<file path="src/rtl/wb_grf.sv">
// Writeback-stage result mux plus 32x32 general register file.
// The final writeback value is combinational, so it can be committed on the
// next rising edge and forwarded to the read ports in the same cycle.
module wb_grf #(
  parameter logic [31:0] GP_INIT = 32'h0000_1800,
  parameter logic [31:0] SP_INIT = 32'h0000_2ffc
) (
  input  logic        clk,
  input  logic        reset,
  input  logic [31:0] ALU_W,
  input  logic [31:0] DM_W,
  input  logic [31:0] EXT_W,
  input  logic [31:0] PC8_W,
  input  logic [4:0]  WBA_W,
  input  logic        we_W,
  input  logic [1:0]  wbsel_W,
  input  logic [2:0]  ldtype_W,
  input  logic [4:0]  ra1,
  input  logic [4:0]  ra2,
  output logic [31:0] rd1,
  output logic [31:0] rd2,
  output logic [31:0] wd_W,
  output logic [31:0] wcount
);

  localparam logic [2:0] LD_LB  = 3'd1;
  localparam logic [2:0] LD_LBU = 3'd2;
  localparam logic [2:0] LD_LH  = 3'd3;
  localparam logic [2:0] LD_LHU = 3'd4;

  logic [31:0] r_rf [0:31];
  logic [31:0] r_wcount;
  logic [31:0] w_ld;
  logic [31:0] w_wd;
  logic        w_commit;

  // Extract and extend the addressed byte/half of the aligned memory word.
  // Unknown formats fall back to a full-word load.
  function automatic logic [31:0] load_extend(input logic [31:0] dm,
                                              input logic [1:0]  off,
                                              input logic [2:0]  ldtype);
    logic [7:0]  b;
    logic [15:0] h;
    logic [31:0] res;
    case (off)
      2'd0:    b = dm[7:0];
      2'd1:    b = dm[15:8];
      2'd2:    b = dm[23:16];
      default: b = dm[31:24];
    endcase
    h = off[1] ? dm[31:16] : dm[15:0];
    case (ldtype)
      LD_LB:   res = {{24{b[7]}}, b};
      LD_LBU:  res = {24'd0, b};
      LD_LH:   res = {{16{h[15]}}, h};
      LD_LHU:  res = {16'd0, h};
      default: res = dm;
    endcase
    return res;
  endfunction

  // Read port with $0 hardwired and same-cycle bypass of the pending write.
  function automatic logic [31:0] read_port(input logic [4:0]  ra,
                                            input logic [31:0] stored,
                                            input logic [31:0] wd,
                                            input logic        we,
                                            input logic [4:0]  wa);
    logic [31:0] res;
    if (ra == 5'd0)
      res = 32'd0;
    else if (we && (wa == ra))
      res = wd;
    else
      res = stored;
    return res;
  endfunction

  // Select the writeback result; load path formats the memory word first.
  always_comb begin
    w_ld = load_extend(DM_W, ALU_W[1:0], ldtype_W);
    w_wd = ALU_W;
    case (wbsel_W)
      2'd0:    w_wd = ALU_W;
      2'd1:    w_wd = w_ld;
      2'd2:    w_wd = EXT_W;
      default: w_wd = PC8_W;
    endcase
  end

  assign w_commit = we_W && (WBA_W != 5'd0);

  // Register file and commit counter; reset loads the gp/sp initial values.
  always_ff @(posedge clk or negedge reset) begin
    if (!reset) begin
      for (int i = 0; i < 32; i++) begin
        if (i == 28)
          r_rf[i] <= GP_INIT;
        else if (i == 29)
          r_rf[i] <= SP_INIT;
        else
          r_rf[i] <= 32'd0;
      end
      r_wcount <= 32'd0;
    end else if (w_commit) begin
      r_rf[WBA_W] <= w_wd;
      r_wcount    <= r_wcount + 32'd1;
    end
  end

  // Combinational read ports.
  always_comb begin
    rd1 = read_port(ra1, r_rf[ra1], w_wd, we_W, WBA_W);
    rd2 = read_port(ra2, r_rf[ra2], w_wd, we_W, WBA_W);
  end

  assign wd_W   = w_wd;
  assign wcount = r_wcount;

endmodule

</file>
<file path="config.mk">
export PLATFORM = sky130hd
export DESIGN_NAME = wb_grf
export DESIGN_NICKNAME = d
export VERILOG_FILES = /design/src/rtl/wb_grf.sv
export SDC_FILE = /design/constraint.sdc
export NUM_CORES = 2
export LEC_CHECK = 0
export ABC_AREA = 0
export CORE_AREA = 5 5 327 329
export CTS_CLUSTER_SIZE = 25
export DETAILED_ROUTE_END_ITERATION = 8
export DIE_AREA = 0 0 332 334
export PLACE_DENSITY = 0.73
export SLEW_MARGIN = 30
export SYNTH_ARGS = -nofsm -noshare
export SYNTH_HDL_FRONTEND = slang
export SYNTH_SLANG_ARGS = --single-unit
export TNS_END_PERCENT = 1
</file>
<file path="constraint.sdc">
create_clock -name clk -period 2.7 [get_ports clk]
set_clock_uncertainty 0.05 [all_clocks]
set_input_delay 0.27 -clock clk [delete_from_list [all_inputs] [get_ports clk]]
set_output_delay 0.27 -clock clk [all_outputs]
set_load 0.02 [all_outputs]
</file>
==> qor.yml <==
global_route:
  grt_pass1_vias: 50700
  grt_max_degree: 116
  track_usage_pct: 37.9
  grt_pass1_wl_um: 320000
  grt_use_met1_pct: 49.1
  antenna_found_initial: 3
  grt-ovfl-total: 0
  grtUsageMet2_pct: 56.2
  busiest_layer: "met2"
  use_met3_pct: 13.6
yosys:
  ys_ff_latch: 1056
  avgSynthCellArea_um2: 10.7
  synth.most_common_cell: "nand2_1"
  synthArstFlopShare_pct: 100
  synth_nets: 5451
  yosysTopAreaCell: "dfrtp_1"
  synth.top_cell.area_share_pct: 46.2
  synth.distinct_cells: 80
  syn_inst: 5299
  synth_area_um2: 56400
  synth_common_cells: "nand2_1, dfrtp_1, o21ai_0"
  synthTopCellsByArea: "dfrtp_1, mux4_2, o21ai_0, nand2_1, mux2i_1"
  ys.flop_type: "dfrtp_1"
  synth_warnings: 0
  synth_edf_count: 0
  ys_seq_area_share_pct: 46.8
pwr:
  powerDensity_nw_per_um2: 695
  leakage_nw: 31.2
  ir_drop_uv: 560
  power_mw: 49.3
setup_path:
  arrival_ns: 2.70
  cp_cell_sequence: "mux4_2, nor2b_1, a211oi_2, a211oi_2, nor4_4, buf_4, a211oi_2, buf_4, buf_6"
  path_delay_family: "multiplexers"
  rr_endpoint: "wcount[30]"
  path_class: "reg -> out"
  cp_common_cell: "a211oi_2"
  reg2reg_depth: 7
  worst-path-buf-inv: 3
  r2r-start: "wcount[0]"
  cp-end-kind: "output pin"
  crit_fanout: 2
  critPathMaxStageDelay_ns: 0.48
  rrSetupSlack_ns: 0.47
  critPathLaunchType: "register"
  required_ns: 2.38
  crit_slowest_cell: "mux4_2"
floorplanning:
  ios: 279
  die_y_um: 334
  fp.coreArea_um2: 103000
  initial_core_util_pct: 54.7
  die_x_um: 332
  rows: 118
  dieArea_um2: 111000
layout:
  nNetsFinal: 6030
  n_fill_cell: 7188
  layout.cells.non_filler: 7351
  drive_gt1_share_pct: 29.6
  area_delta_synth_final_pct: 25.7
  post-route-util_pct: 68.7
place:
  routabilityCongestion: 0.968
  dp_slack_ns: -1.09
  placed_cells: 7134
  port_buffers: 278
  hpwl_um: 144000
cts:
  htree_levels: 3
  cts.sinks: 1056
  cts_made_buffers: 107
  cts_max_path_buffers: 3
  path_clk_slew_ns: 0.06
  cts_root_buffer: "clkbuf_16"
  insertion_delay_ns: 0.70
  cts_tree: "yes"
drt:
  vias_per_cell: 6.80
  drt_wl_total_um: 213000
  vias: 50000
  drtPass1Iterations: 7
  ant_nets: 0
  drt_iter0_drc: 6952
  wl_per_cell_um: 29.0
  drcViolationCount: 0
run:
  max_cap_viol_count: 0
timing:
  maxSlewHeadroom_pct: 48.0
  rsz0062_at_grt: "yes"
  slew_viol_final: 0
  fin_crit_ns: 3.02
  max_freq_mhz: 332
  timing.setup.tns_ns: -11.09
  finalSetupViolCount: 65
  finalHoldViolations: 0
  worst_pin_slew_ns: 0.781
  setup_ws_ns: -0.316
  finalCritPeriodShare_pct: 112
run_status:
  violations: "setup timing"
  outcome: "finished, violations left"
min_path:
  min_path_type: "in -> async"
==> worst reg2reg max path: stages, from the launching register on <==
cell and delay (ns):
dfrtp_1 0.43, ha_1 0.22, nand4_1 0.16, a2111oi_4 0.47
nand3_1 0.22, nor2_1 0.25, and3_1 0.20, xor2_1 0.15
==> cells in the final DEF (no fill, tap or decap), drive strengths merged, types with 8 or more instances in the layout <==
cell type | netlist | routed
a221o | 21 | 21
buf | 186 | 821
nand2 | 1140 | 1140
nand2b | 20 | 20
nor4 | 14 | 14
dfrtp | 1043 | 1043
inv | 46 | 51
mux2i | 185 | 185
nor2 | 117 | 117
dlygate4sd2 | 0 | 17
xnor2 | 27 | 27
o21ai | 1058 | 1058
mux2 | 16 | 16
clkinv | 1 | 19
o211ai | 33 | 33
xor2 | 17 | 17
and3 | 11 | 11
clkdlybuf4s15 | 0 | 16
nand3 | 34 | 34
bufinv | 0 | 8
o22ai | 83 | 83
dfstp | 13 | 13
and4 | 9 | 9
a21oi | 53 | 53
clkdlybuf4s50 | 0 | 155
nand4 | 8 | 8
a22oi | 67 | 67
a211oi | 95 | 95
mux4 | 468 | 468
nor2b | 12 | 12
nor3 | 44 | 44
o221ai | 15 | 15
clkbuf | 366 | 173
and2 | 25 | 25
==> kinds of logic (layout without fill, tap and decap cells) <==
logic type,count (synthesis),count (layout),synth area share (%)
xor gates and xnor gates,44,44,0.683
AOI/OAI and AO/OA,1471,1471,15.1
buffers and inverters,599,1266,4.49
and+or+nand+nor,1459,1459,10.6
muxes,669,669,22.3
adders and majority gates,1,1,0.0222
other,0,5,0
DFF,1056,1056,46.8
==> timing repair <==
action                                  4_1_cts  5_1_grt
pin swaps                                    87       32
gates resized for setup                     574       80
endpoints found under the setup margin       96       91
setup buffers                                16        1
cloned                                        3        0
hold buffers                                  1        0
hold endpoints to repair                    185        0
==> metal layers <==
layer | wire length [um] | vias up
met5 | 176 | -
met4 | 13900 | 4
met3 | 31300 | 958
met2 | 93100 | 3935
met1 | 74700 | 24700
li1 | - | 20400
==> layout make-up <==
type                            instances  area, um^2  share of cell area [%]
Inverter                               47         184                   0.259
Tap cell                             1380        1730                    2.43
Multi-Input combinational cell       3644       28800                    40.6
Antenna cell                            5        12.5                  0.0176
Timing Repair Buffer                 1022       10200                    14.4
Clock inverter                         32         404                   0.570
Sequential cell                      1056       26400                    37.3
Clock buffer                          165        3190                    4.49
==> where the power goes <==
part           total, mW  internal [mW]  switching, mW
Sequential          21.2           18.8           2.38
Clock               15.4           8.87           6.52
Combinational       12.7           6.21           6.46
==> flip-flops by register name (all words and copies together) (netlist names) <==
name,count
r_rf,1024
wcount,32
==> through the flow <==
stage,instance area (um^2),hold slack [ns]
6_report,70900,0.133
5_1_grt,70900,0.159
4_1_cts,70700,0.122
3_5_place_dp,66100,0.241
3_3_place_gp,66100,0.241
2_1_floorplan,56400,-0.0756
==> worst max path at each step <==
stage | endpoint | startpoint | depth (start not counted) | slack [ns]
floorplan | rd2[16] | ra2[0] | 9 | 0.14
global placement | rd2[6] | ra2[0] | 9 | -1.29
detailed placement | rd2[20] | ldtype_W[0] | 11 | -1.09
CTS | rd1[10] | r_rf[650] | 7 | -0.33
global route | rd1[10] | r_rf[906] | 8 | -0.38
finish | rd1[13] | r_rf[941] | 9 | -0.32
Note: power is estimated with default switching activity, not from simulation.
